<file path="src/rtl/run_det_pkg.sv">
// Shared types and sizing helpers for the time-shared run-length detector.
// Latency: n/a (types and constants only).
// Backpressure: n/a.
package run_det_pkg;

    typedef enum logic [1:0] {
        IDLE   = 2'd0,
        GRANT  = 2'd1,
        ROTATE = 2'd2
    } state_t;

    localparam int HIT_CNT_W = 16;

    // Index width for a lane number; never narrower than one bit.
    function automatic int lane_w(input int n);
        return (n < 2) ? 1 : $clog2(n);
    endfunction

endpackage

</file>
<file path="src/rtl/run_det_arbiter_if.sv">
// Lane-side request/data bundle plus detection-event outputs of the arbiter.
// Latency: n/a (wiring only).
// Backpressure: ack tells each lane its presented bit was taken this cycle.
interface run_det_arbiter_if #(
    parameter int LANES = 4
);
    import run_det_pkg::*;

    localparam int LW = lane_w(LANES);

    logic [LANES-1:0]     req;
    logic [LANES-1:0]     bit_in;
    logic [LANES-1:0]     ack;
    logic [LANES-1:0]     grant;
    logic                 hit;
    logic [LW-1:0]        hit_lane;
    logic [HIT_CNT_W-1:0] hit_cnt;

    // Lane front-ends present bits and watch for acks and events.
    modport master (
        output req, bit_in,
        input  ack, grant, hit, hit_lane, hit_cnt
    );

    // The arbiter consumes bits and produces acks and events.
    modport slave (
        input  req, bit_in,
        output ack, grant, hit, hit_lane, hit_cnt
    );

endinterface

</file>
<file path="src/rtl/run_det_arbiter_rr_pick.sv">
// Round-robin picker: first requester at or after ptr, wrapping.
// Latency: combinational.
// Backpressure: none; any=0 when no lane requests.
module rr_pick #(
    parameter int N = 4,
    parameter int W = 2
) (
    input  logic [N-1:0] req,
    input  logic [W-1:0] ptr,
    output logic [N-1:0] win,
    output logic [W-1:0] idx,
    output logic         any
);

    int         j;
    logic [W-1:0] jw;

    // Walk the lanes starting at ptr; the first one requesting wins.
    always_comb begin
        win = '0;
        idx = '0;
        any = 1'b0;
        j   = 0;
        jw  = '0;
        for (int k = 0; k < N; k++) begin
            j = int'(ptr) + k;
            if (j >= N) begin
                j = j - N;
            end
            jw = W'(j);
            if (!any && req[jw]) begin
                any     = 1'b1;
                win[jw] = 1'b1;
                idx     = jw;
            end
        end
    end

endmodule

</file>
<file path="src/rtl/run_det_arbiter.sv">
// Time-shares one RUN_LEN-ones detector across LANES serial lanes, round-robin.
// Latency: grant one falling edge after req; hit registered one cycle after the completing bit.
// Backpressure: one bit per cycle from the granted lane via ack; one bubble per rotation.
module run_det_arbiter
    import run_det_pkg::*;
#(
    parameter int                   LANES   = 4,
    parameter int                   RUN_LEN = 3,
    parameter int                   SLICE   = 8,
    parameter logic [HIT_CNT_W-1:0] HIT_SAT = '1
) (
    input logic              clk,
    input logic              rst_n,
    run_det_arbiter_if.slave bus
);

    localparam int LW = lane_w(LANES);
    localparam int RW = $clog2(RUN_LEN);
    localparam int SW = 8;

    // Scheduler state
    state_t           state_q, state_d;
    logic [LANES-1:0] grant_q, grant_d;
    logic [LW-1:0]    gidx_q, gidx_d;
    logic [LW-1:0]    rr_q, rr_d;
    logic [SW-1:0]    slice_q, slice_d;

    // Detector context and event outputs
    logic [RW-1:0]          run_q [LANES];
    logic [RW-1:0]          run_d [LANES];
    logic                   hit_q, hit_d;
    logic [LW-1:0]          hit_lane_q, hit_lane_d;
    logic [HIT_CNT_W-1:0]   cnt_q, cnt_d;

    // Picker results
    logic [LANES-1:0] pick_win;
    logic [LW-1:0]    pick_idx;
    logic             pick_any;

    // Per-cycle datapath terms for the granted lane
    logic             consume;
    logic             cur_bit;
    logic [RW-1:0]    run_cur;
    logic [RW:0]      run_inc;
    logic             completes;
    logic             last_slice;
    logic [LW-1:0]    next_ptr;

    rr_pick #(
        .N (LANES),
        .W (LW)
    ) u_pick (
        .req (bus.req),
        .ptr (rr_q),
        .win (pick_win),
        .idx (pick_idx),
        .any (pick_any)
    );

    assign cur_bit    = bus.bit_in[gidx_q];
    assign run_cur    = run_q[gidx_q];
    assign run_inc    = {1'b0, run_cur} + (RW+1)'(1);
    assign completes  = (run_inc == (RW+1)'(RUN_LEN));
    assign last_slice = (slice_q == SW'(SLICE - 1));
    assign next_ptr   = (gidx_q == LW'(LANES - 1)) ? '0 : gidx_q + LW'(1);

    // FSM state register; everything moves on the falling edge.
    always_ff @(negedge clk or negedge rst_n) begin
        if (!rst_n) begin
            state_q <= IDLE;
            grant_q <= '0;
            gidx_q  <= '0;
            rr_q    <= '0;
            slice_q <= '0;
        end else begin
            state_q <= state_d;
            grant_q <= grant_d;
            gidx_q  <= gidx_d;
            rr_q    <= rr_d;
            slice_q <= slice_d;
        end
    end

    // FSM next state: load a winner, run the slice, rotate with one bubble.
    always_comb begin
        state_d = state_q;
        grant_d = grant_q;
        gidx_d  = gidx_q;
        rr_d    = rr_q;
        slice_d = slice_q;
        case (state_q)
            IDLE, ROTATE: begin
                if (pick_any) begin
                    state_d = GRANT;
                    grant_d = pick_win;
                    gidx_d  = pick_idx;
                    slice_d = '0;
                end else begin
                    state_d = IDLE;
                    grant_d = '0;
                end
            end
            GRANT: begin
                // A dropped req or the final bit of the slice hands the pointer on.
                if (!consume || last_slice) begin
                    state_d = ROTATE;
                    grant_d = '0;
                    rr_d    = next_ptr;
                end else begin
                    slice_d = slice_q + SW'(1);
                end
            end
            default: begin
                state_d = IDLE;
                grant_d = '0;
            end
        endcase
    end

    // FSM outputs: ack is live only while granted, so reset kills it at once.
    always_comb begin
        consume   = (state_q == GRANT) && bus.req[gidx_q];
        bus.ack   = grant_q & bus.req & {LANES{state_q == GRANT}};
        bus.grant = grant_q;
    end

    // Detector next values for the granted lane; other lanes keep their context.
    always_comb begin
        for (int i = 0; i < LANES; i++) begin
            run_d[i] = run_q[i];
        end
        hit_d      = 1'b0;
        hit_lane_d = '0;
        cnt_d      = cnt_q;
        if (consume) begin
            if (!cur_bit) begin
                run_d[gidx_q] = '0;
            end else if (completes) begin
                // Non-overlapping: the completing one starts a fresh run.
                run_d[gidx_q] = '0;
                hit_d         = 1'b1;
                hit_lane_d    = gidx_q;
                if (cnt_q != HIT_SAT) begin
                    cnt_d = cnt_q + HIT_CNT_W'(1);
                end
            end else begin
                run_d[gidx_q] = run_cur + RW'(1);
            end
        end
    end

    // Detector registers: per-lane run context, event pulse and hit counter.
    always_ff @(negedge clk or negedge rst_n) begin
        if (!rst_n) begin
            for (int i = 0; i < LANES; i++) begin
                run_q[i] <= '0;
            end
            hit_q      <= 1'b0;
            hit_lane_q <= '0;
            cnt_q      <= '0;
        end else begin
            for (int i = 0; i < LANES; i++) begin
                run_q[i] <= run_d[i];
            end
            hit_q      <= hit_d;
            hit_lane_q <= hit_lane_d;
            cnt_q      <= cnt_d;
        end
    end

    assign bus.hit      = hit_q;
    assign bus.hit_lane = hit_lane_q;
    assign bus.hit_cnt  = cnt_q;

endmodule

</file>
<file path="src/flat_wrapper.sv">
// flat-port wrapper written by rule: the top's interface ports become plain ports
module run_det_arbiter_flat import run_det_pkg::*;
#(
    parameter int                   LANES   = 4,
    parameter int                   RUN_LEN = 3,
    parameter int                   SLICE   = 8,
    parameter logic [HIT_CNT_W-1:0] HIT_SAT = '1
)
  (clk, rst_n, bus_req, bus_bit_in, bus_ack, bus_grant, bus_hit, bus_hit_lane, bus_hit_cnt);
  run_det_arbiter_if #(.LANES(LANES)) bus_i ();
  input logic clk;
  input logic rst_n;
  input wire logic [$bits(bus_i.req)-1:0] bus_req;
  input wire logic [$bits(bus_i.bit_in)-1:0] bus_bit_in;
  output wire logic [$bits(bus_i.ack)-1:0] bus_ack;
  output wire logic [$bits(bus_i.grant)-1:0] bus_grant;
  output wire logic [$bits(bus_i.hit)-1:0] bus_hit;
  output wire logic [$bits(bus_i.hit_lane)-1:0] bus_hit_lane;
  output wire logic [$bits(bus_i.hit_cnt)-1:0] bus_hit_cnt;
  assign bus_i.req = bus_req;
  assign bus_i.bit_in = bus_bit_in;
  assign bus_ack = bus_i.ack;
  assign bus_grant = bus_i.grant;
  assign bus_hit = bus_i.hit;
  assign bus_hit_lane = bus_i.hit_lane;
  assign bus_hit_cnt = bus_i.hit_cnt;
  run_det_arbiter #(.LANES(LANES), .RUN_LEN(RUN_LEN), .SLICE(SLICE), .HIT_SAT(HIT_SAT)) u_core (.clk(clk), .rst_n(rst_n), .bus(bus_i));
endmodule
</file>
<file path="config.mk">
export PLATFORM = sky130hd
export DESIGN_NAME = run_det_arbiter_flat
export DESIGN_NICKNAME = d
export VERILOG_FILES = /design/src/rtl/run_det_pkg.sv /design/src/rtl/run_det_arbiter_if.sv /design/src/rtl/run_det_arbiter_rr_pick.sv /design/src/rtl/run_det_arbiter.sv /design/src/flat_wrapper.sv
export SDC_FILE = /design/constraint.sdc
export NUM_CORES = 1
export LEC_CHECK = 0
export CAP_MARGIN = 20
export CORE_MARGIN = 2
export CORE_UTILIZATION = 25
export DETAILED_ROUTE_END_ITERATION = 8
export PLACE_DENSITY = 0.39
export SYNTH_ARGS = -nofsm -noshare
export SYNTH_HDL_FRONTEND = slang
export SYNTH_SLANG_ARGS = --single-unit
</file>
<file path="constraint.sdc">
create_clock -name clk -period 7.8 [get_ports clk]
set_input_delay 1.17 -clock clk [delete_from_list [all_inputs] [get_ports clk]]
set_output_delay 1.17 -clock clk [all_outputs]
set_load 0.05 [all_outputs]
</file>
==> metrics.md, run 1 <==
| Metric | Value |
|---|---|
| Clock root buffer | clkbuf_8 |
| Vias in the first global route | 2041 |
| Main synth FF type | dfrtn_1 |
| Crit Path Class | reg -> out |
| Pwr Total | 1020 uW |
| Simple-gate share of the synthesized area | 19.6% |
| Leak pwr | 0.00144 uW |
| GRT Total Usage | 11.5% |
| # Post-CTS Setup Buffers | 0 |
| DR iter-0 viols | 91 |
| CTS Hold Bufs | 0 |
| IO buf count | 36 |
| H-tree depth | 2 |
| Final setup viols | 0 |
| Combinational family with the most area after synthesis | simple AND/OR/NAND/NOR gates |
| Fin Clk Skew | 0.00664 ns |
| Post-synth EDFFs | 0 |
| Non-Filler Instances | 438 |
| Slew Limit Fails | 0 |
| Status | complete, no violations |
| Synthesized net count | 287 |
| Vias | 2121 |
| Worst skew pair latency | 0.30 ns |
| Vias/cell | 4.84 |
| GP Congestion | 0.770 |
| Area grow syn2layout | 20.7% |
| Largest net degree at the start of global routing | 46 |
| Netlist cell types | 53 |
| Setup repair after global routing missed its margin | no |
| Initial Utilization | 25.7% |
| CTS buffer count | 5 |
| Synthesized area | 2780 um2 |
| Cts repair resizes | 0 |
| Wire per inst | 14.9 um |
| Warnings, synthesis | 0 |
| Synth Register Bits | 45 |
| DRC Markers | 0 |
| CTS Buffer Depth | 2 |
| Worst path cell trace | nor2b_1, buf_4, and3_1, clkdlybuf4s50_1 |
| Tightest Pin Transition | 0.891 ns |
| Adder-cell area share of the yosys netlist | 6.29% |
| Max VDD drop | 0.134 mV |
| Multiplexer share of the synthesized area | 13.2% |
| Post-DP HPWL | 4780 um |
| Worst hold path class | reg -> reg |
| # diodes | 0 |
| CTS sink cnt | 45 |
| Worst Path Required | 6.63 ns |
| 1st-pass router iterations | 4 |
| Worst Path Arrival | 6.10 ns |
| Synth async-reset ratio | 100% |
| Crit path capture type | output pin |
| Most common cell after layout, fill and taps aside | dfrtn_1 |
| Critical Path Max Stage Delay | 0.80 ns |
| Placed cell count | 429 |
| Most frequent cells in the layout | dfrtn_1 (45), clkdlybuf4s50_1 (35), nand2_1 (28), nor2_1 (23), ha_1 (14) |
| Seq/Total Area, Yosys | 40.5% |
| CP bufs+invs | 2 |
| Num rows | 38 |
| CP Launch Type | flip-flop |
| Max-cap viol count | 0 |
| Mean Syn Cell Area | 10.6 um2 |
| Layout Nets | 321 |
| Synth Instances | 263 |
| CTS tree | built |
| DIE HEIGHT | 110 um |
| Die W | 110 um |
| Layout cells sized above 1 | 12.8% |
| Fin. Hold Viols | 0 |
| I/O pin count | 37 |
| GRT overflow | 0 |
| Reg clk slew, reported paths | 0.06 ns |
| Antenna viol nets, final | 0 |
| Crit path max-delay family | buffers and inverters |
| DRT Wirelength | 6540 um |
| Core area | 10800 um2 |
| Total die area | 12000 um2 |
| Initial antenna violation count | 0 |
| CP max FO | 7 |
| Pwr per Cell Area | 304 nW/um2 |
| Post-synthesis xor/xnor area fraction | 6.61% |
| First-pass GRT wire length | 10800 um |
| Worst slew margin | 40.6% |
| Post-route setup TNS | 0 ns |
| Post-synthesis compound-gate area fraction | 10.2% |
| Critical Path Slowest Stage Cell | clkdlybuf4s50_1 |
-- synth_stat cells, types with 2 or more instances --
master	instances	area [um2]
a21oi_1	3	15.0
a221oi_1	3	26.3
a22o_1	4	35.0
a31o_1	3	26.3
a31oi_1	2	12.5
and3_1	7	43.8
buf_2	4	20.0
buf_6	2	22.5
clkbuf_1	3	11.3
dfrtn_1	45	1130
ha_1	14	175
inv_1	8	30.0
mux2_2	10	113
mux2i_1	7	70.1
mux4_2	7	158
nand2_1	28	105
nand2b_1	5	31.3
nand3_1	8	40.0
nand4_1	7	43.8
nor2_1	23	86.3
nor2b_1	2	12.5
nor3_1	7	35.0
nor4_1	2	12.5
o21ai_0	5	25.0
o21ai_1	3	15.0
o22ai_1	4	25.0
or3_1	2	12.5
xnor2_1	10	87.6
xor2_1	11	96.3
-- metrics by stage --
step	hold WS (ns)	util, %	worst slack, ns	cell area (um2)
floorplan	0.434	-	1.19	2780
detailed placement	0.450	30.0	0.452	3250
global route	0.470	31.0	0.442	3360
CTS	0.453	30.8	0.500	3340
finish	0.445	31.0	0.527	3360
global placement	0.447	30.0	0.437	3250
-- final timing paths --
check / start / to / slack [ns] / cells past startpoint
max in group asynchronous: rst_n / u_core.bus.hit_cnt[1] / 2.81 / 2
worst min-delay path: u_core.bus.hit_cnt[14] / u_core.bus.hit_cnt[14] / 0.45 / 1
worst min register to register: u_core.bus.hit_cnt[14] / u_core.bus.hit_cnt[14] / 0.45 / 1
min in group asynchronous: rst_n / u_core.slice_q[2] / 4.49 / 1
worst max-delay path: u_core.state_q[0] / bus_ack[2] / 0.53 / 4
worst max register to register: u_core.rr_q[0] / u_core.gidx_q[1] / 4.35 / 7
-- cell families after synthesis --
| logic type | after synthesis |
|---|---|
| adder cells (fa/ha/maj) | 14 |
| flip-flops | 45 |
| multiplexers | 25 |
| buffers and inverters | 20 |
| AO/OA/AOI/OAI | 36 |
| AND/OR/NAND/NOR | 102 |
| XOR/XNOR | 21 |
-- cell type report --
class | count | area, um2
sequential | 45 | 1130
tap | 140 | 175
inverter | 9 | 33.8
fill | 1123 | 7480
multi-input combinational | 198 | 1560
timing repair buffer | 38 | 383
clock buffer | 7 | 76.3
clock inverter | 1 | 7.51
-- flip-flops by register name, indices dropped and copies added (netlist names) --
name,flops
u_core.gidx_q,2
u_core.rr_q,2
u_core.slice_q,8
u_core.bus.grant,4
u_core.bus.hit_lane,2
u_core.bus.hit,1
u_core.run_q,8
u_core.bus.hit_cnt,16
u_core.state_q,2
-- power by group --
part	total (uW)	leakage, uW	switching, uW	internal, uW
Sequential	356	0.000599	70.8	286
Combinational	519	0.000802	298	221
Clock	146	0.0000385	81.9	63.6
-- per-layer routing --
metal  track usage [%]  wire length, um  vias up
li1                  -                -     1021
met1              16.4             3200     1045
met2              17.9             3060       51
met3              1.96              221        4
met4              3.25               51        0
met5                 0                0        -
Note: power is estimated with default switching activity, not from simulation.
==> run 2: changes to the inputs <==
--- a/config.mk
+++ b/config.mk
@@ -9,6 +9,7 @@
 export CORE_MARGIN = 2
 export CORE_UTILIZATION = 25
 export DETAILED_ROUTE_END_ITERATION = 8
+export GPL_TIMING_DRIVEN = 0
 export PLACE_DENSITY = 0.39
 export SYNTH_ARGS = -nofsm -noshare
 export SYNTH_HDL_FRONTEND = slang
==> run 2 against run 1 <==
Compared with the run above:
- utilization rose by 0.74 points
- clock skew rose by 0.0038 ns
- via count did not move
- critical endpoint is now bus_ack[1]
- largest power group unchanged
==> metrics.md, run 2 (same netlist as run 1, synthesis figures left out) <==
| Metric | Value |
|---|---|
| Worst skew pair latency | 0.31 ns (about the same) |
| Number of flip-flops in the largest register | 16 (unchanged) |
| Worst Path Required | 6.63 ns (about the same) |
| Crit path capture type | output pin |
| GRT Total Usage | 11.8% (+0.30 points) |
| Pwr per Cell Area | 313 nW/um2 (+3.1%) |
| Core area | 10800 um2 (unchanged) |
| DR iter-0 viols | 104 (+14%) |
| Pint | 614 uW (+7.7%) |
| Largest net degree at the start of global routing | 35 (-24%) |
| CTS Buffer Depth | 2 (unchanged) |
| Initial Utilization | 25.7% (unchanged) |
| DIE HEIGHT | 110 um (unchanged) |
| CTS sink cnt | 45 (unchanged) |
| Status | complete, no violations |
| CTS tree | built |
| PnR worst setup slack | 0.434 ns (-0.0938 ns) |
| Sw Share | 43.0% (-1.2 points) |
| Antenna viol nets, final | 0 (unchanged) |
| Worst slew margin | 62.0% (+21 points) |
| Wire per inst | 14.9 um (about the same) |
| # Post-CTS Setup Buffers | 0 (unchanged) |
| Post-DP HPWL | 5030 um (+5.3%) |
| Combinational Power Share | 52.4% (+1.6 points) |
| Final Cell Area | 3440 um2 (+2.4%) |
| Area grow syn2layout | 23.6% |
| Final setup viols | 0 (unchanged) |
| CTS buffer count | 5 (unchanged) |
| DP Worst Slack | 0.434 ns (-0.0176 ns) |
| Net Sw Power | 463 uW (+2.7%) |
| CP Launch Type | flip-flop |
| Pwr Total | 1080 uW (+5.5%) |
| First-pass GRT wire length | 11100 um (+2.6%) |
| Hold_ws | 0.451 ns (+0.00630 ns) |
| Tightest Pin Transition | 0.553 ns (-0.338 ns) |
| Placement Cell Area | 3320 um2 (+2.1%) |
| Layout Nets | 330 (+2.8%) |
| Fin Clk Skew | 0.0104 ns (+0.00380 ns) |
| Total die area | 12000 um2 (unchanged) |
| Vias | 2121 (unchanged) |
| CTS Hold Bufs | 0 (unchanged) |
| Initial antenna violation count | 0 (unchanged) |
| Leak pwr | 0.00149 uW (+3.4%) |
| Sequential Power Share | 30.7% (-4.2 points) |
| Most frequent cells in the layout | dfrtn_1 (45), clkdlybuf4s50_1 (34), nand2_1 (28), nor2_1 (23), ha_1 (14) |
| Worst Path Arrival | 6.20 ns (+0.10 ns) |
| Clock root buffer | clkbuf_8 |
| Vias/cell | 4.74 (-2.0%) |
| Slew Limit Fails | 0 (unchanged) |
| Fin. Hold Viols | 0 (unchanged) |
| Setup slack, reg-to-reg | 4.64 ns (+0.29 ns) |
| Max-cap viol count | 0 (unchanged) |
| H-tree depth | 2 (unchanged) |
| I/O pin count | 37 (unchanged) |
| Vias in the first global route | 2062 (+1.0%) |
| Fill cell count | 1142 (+1.7%) |
| Num rows | 38 (unchanged) |
| IO buf count | 35 (-2.8%) |
| GP Congestion | 0.751 (-2.4%) |
| Setup repair after global routing missed its margin | no |
| Most common cell after layout, fill and taps aside | dfrtn_1 |
| DRC Markers | 0 (unchanged) |
| Worst hold path class | reg -> reg |
| # diodes | 0 (unchanged) |
| DRT Wirelength | 6670 um (+2.0%) |
| GRT overflow | 0 (unchanged) |
| Max VDD drop | 0.138 mV (+2.8%) |
| Crit Path Class | reg -> out |
| Layout cells sized above 1 | 15.3% (+2.6 points) |
| Die W | 110 um (unchanged) |
| 1st-pass router iterations | 4 (unchanged) |
| Clock power frac | 16.9% (+2.6 points) |
| Cts repair resizes | 0 (unchanged) |
| Reg clk slew, reported paths | 0.07 ns (about the same) |
| Post-route setup TNS | 0 ns (unchanged) |
| CP max FO | 10 (+3) |
[run 2: cell types whose count changed in the layout (fill, tap and decap cells not counted), sizes merged]
cell and delta:
buf +6, clkdlybuf4s50 -1, clkbuf +2, clkinv +1, bufinv +1
[run 2: worst paths after layout]
kind                                   start                     end  depth (start not counted)
min                          u_core.run_q[1]         u_core.run_q[1]                          1
max in group asynchronous              rst_n  u_core.bus.hit_cnt[11]                          2
min in group asynchronous              rst_n       u_core.slice_q[3]                          1
min reg2reg                  u_core.run_q[1]         u_core.run_q[1]                          1
max reg2reg                   u_core.rr_q[0]        u_core.gidx_q[0]                         10
max                        u_core.state_q[0]              bus_ack[1]                          4
[run 2: power by group through the flow]
stage	registers, uW	logic [uW]	clock network, uW
2_1_floorplan	362	392	0
3_5_place_dp	334	568	0
4_1_cts	331	570	188
3_3_place_gp	333	566	0
6_report	330	564	182
5_1_grt	338	623	199
[run 2: worst max-delay path, stage by stage (launching register included)]
cell and delay (ns):
dfrtn_1 0.45, nor2b_1 0.13, clkbuf_1 0.38, and3_2 0.25
clkdlybuf4s50_1 0.79
[run 2: stage by stage]
stage | util [%] | std cells
final | 31.7 | 447
after global routing | 31.7 | 447
after CTS | 31.7 | 447
after global placement | 30.5 | 438
after floorplan | - | 263
after detailed placement | 30.7 | 439
[run 2: per-layer routing]
metal / up-vias / wire [um] / GRT usage [%]
li1: 1039 / - / -
met1: 1038 / 3420 / 17.5
met2: 40 / 2940 / 17.6
met3: 4 / 253 / 2.07
met4: 0 / 59 / 3.25
met5: - / 0 / 0
[run 2: final cells by class]
class | count | area (um2) | area share, %
Buffer | 11 | 66.3 | 1.93
Clock buffer | 5 | 68.8 | 2.00
Clock inverter | 3 | 46.3 | 1.35
Inverter | 9 | 33.8 | 0.983
Multi-Input combinational cell | 198 | 1560 | 45.3
Sequential cell | 45 | 1130 | 32.8
Tap cell | 140 | 175 | 5.09
Timing Repair Buffer | 36 | 365 | 10.6
==> variant, RTL diff (settings of run 2) <==
`RUN_LEN` is set to 3 in 2 places; all go to 6.
--- a/src/rtl/run_det_arbiter.sv
+++ b/src/rtl/run_det_arbiter.sv
@@ -7,3 +7,3 @@
     parameter int                   LANES   = 4,
-    parameter int                   RUN_LEN = 3,
+    parameter int                   RUN_LEN = 6,
     parameter int                   SLICE   = 8,
--- a/src/flat_wrapper.sv
+++ b/src/flat_wrapper.sv
@@ -4,3 +4,3 @@
     parameter int                   LANES   = 4,
-    parameter int                   RUN_LEN = 3,
+    parameter int                   RUN_LEN = 6,
     parameter int                   SLICE   = 8,
Behaviour: not the same (Yosys sat finds a counterexample within 10 cycles, from zero or initial values and one cycle with rst_n low).
==> variant against run 2 <==
Final area is 4.5% higher. Via count is the same. Area after synthesis up 3.5%. Worst setup slack better by 150 ps. Wire length shrank 1.2%. Power grew 4.7%. Sequential cell count grew 4. Sequential share of layout area up 1.4 points. Register-to-register slack worse by 80 ps. Largest cell class unchanged.
==> variant: results (changes against run 2) <==
Leakage=1.55 nW (+4.1%); Worst VDD drop=112 uV (-19%); crit path launch=bus_req[0]; synthesized net count=283 (-1.4%); synth unique cells=46 (-13%); port bufs=36 (+2.9%); share of cells above drive strength 1=15.5% (+0.20 points); largest net degree at the start of global routing=30 (-14%); Syn Area/Cell=11.2 um2 (+5.5%); pre-CTS setup slack=238 ps (-197 ps); drt via density=4.76 (+0.22%); fill count=1180 (+3.3%); Final #Nets=327 (-0.91%); run status=finished clean; first-pass GRT wire length=11500 um (+3.7%); min-delay src=u_core.run_q[6]; sequential cell area fraction in the yosys report=42.6% (+2.1 points); Worst Max-Slew Pin Slew=637 ps (+84.0 ps); WL final=6590 um (-1.2%); clk_skew=4.01 ps (-6.43 ps); FF-to-FF setup slack=4560 ps (-80 ps); vias in the first global route=2179 (+5.7%); top post-synthesis cells by count=49 x dfrtn_1, 18 x nor2_1, 17 x mux2_2; Min-Delay Path Class=flop to flop; GRT Resource Usage Total=11.4% (-0.45 points); largest cells by area after synthesis=dfrtn_1 43%, mux2_2 6.6%, ha_1 6.5%, mux4_2 4.7%, xnor2_1 3.6%; Root Driver=clkbuf_16; Reg2Reg Depth=9 (-1); placed cell area=3430 um2 (+3.4%); GPL Wtd Cong=0.764 (+1.7%); post-DP HPWL=4890 um (-2.9%)
## variant: worst max-delay path by stage
stage / endpoint / slack, ps / depth (start not counted)
6_report: u_core.rr_q[0] / 590 / 6
5_1_grt: u_core.rr_q[0] / 400 / 6
4_1_cts: u_core.rr_q[0] / 570 / 6
3_5_place_dp: u_core.rr_q[0] / 240 / 6
3_3_place_gp: u_core.bus.grant[2] / 100 / 1
2_1_floorplan: u_core.rr_q[0] / 1160 / 5
## variant: worst max-delay path: stages
cell and delay, ps:
clkdlybuf4s50_1 580, mux4_1 650, nand2_1 250, nor2_1 210
nor3_4 230, mux2_2 360
## variant: area by class of cell
class | count | area share [%]
inverter | 12 | 1.25
timing repair buffer | 37 | 10.4
clock buffer | 7 | 4.25
tap | 143 | 4.98
multi-input combinational | 192 | 43.8
buffer | 5 | 0.975
clock inverter | 1 | 0.139
sequential | 49 | 34.1
## variant: stage by stage
stage | power (mW) | instances | hold slack, ps | utilization (%)
floorplan | 0.760 | 258 | 402 | -
global route | 1.22 | 446 | 457 | 31.7
global placement | 0.913 | 437 | 430 | 30.2
finish | 1.13 | 446 | 446 | 31.7
CTS | 1.15 | 446 | 448 | 31.7
detailed placement | 0.909 | 438 | 448 | 30.3
## variant: report_power, final
| part | switching, mW | leakage, nW | internal, mW |
|---|---|---|---|
| combinational | 0.308 | 0.826 | 0.225 |
| sequential | 0.0502 | 0.644 | 0.313 |
| clock | 0.0957 | 0.0799 | 0.136 |
| total | 0.454 | 1.55 | 0.674 |
## variant: layer usage
| metal | vias to the layer above | global-route usage [%] | wire, um |
|---|---|---|---|
| met3 | 8 | 2.50 | 230 |
| li1 | 1049 | - | - |
| met1 | 1027 | 15.7 | 3230 |
| met4 | 0 | 3.87 | 99 |
| met5 | - | 0 | 0 |
| met2 | 37 | 17.8 | 3030 |
## variant: kinds of logic (layout without fill, tap and decap cells)
group / Yosys count / in the layout / share of synthesized area [%]
fa+ha+maj: 15 / 15 / 6.52
flops: 49 / 49 / 42.6
mux: 27 / 27 / 14.4
buf+inv: 17 / 62 / 2.78
compound gates: 39 / 39 / 9.12
simple gates: 90 / 90 / 18.2
xor+xnor: 21 / 21 / 6.39
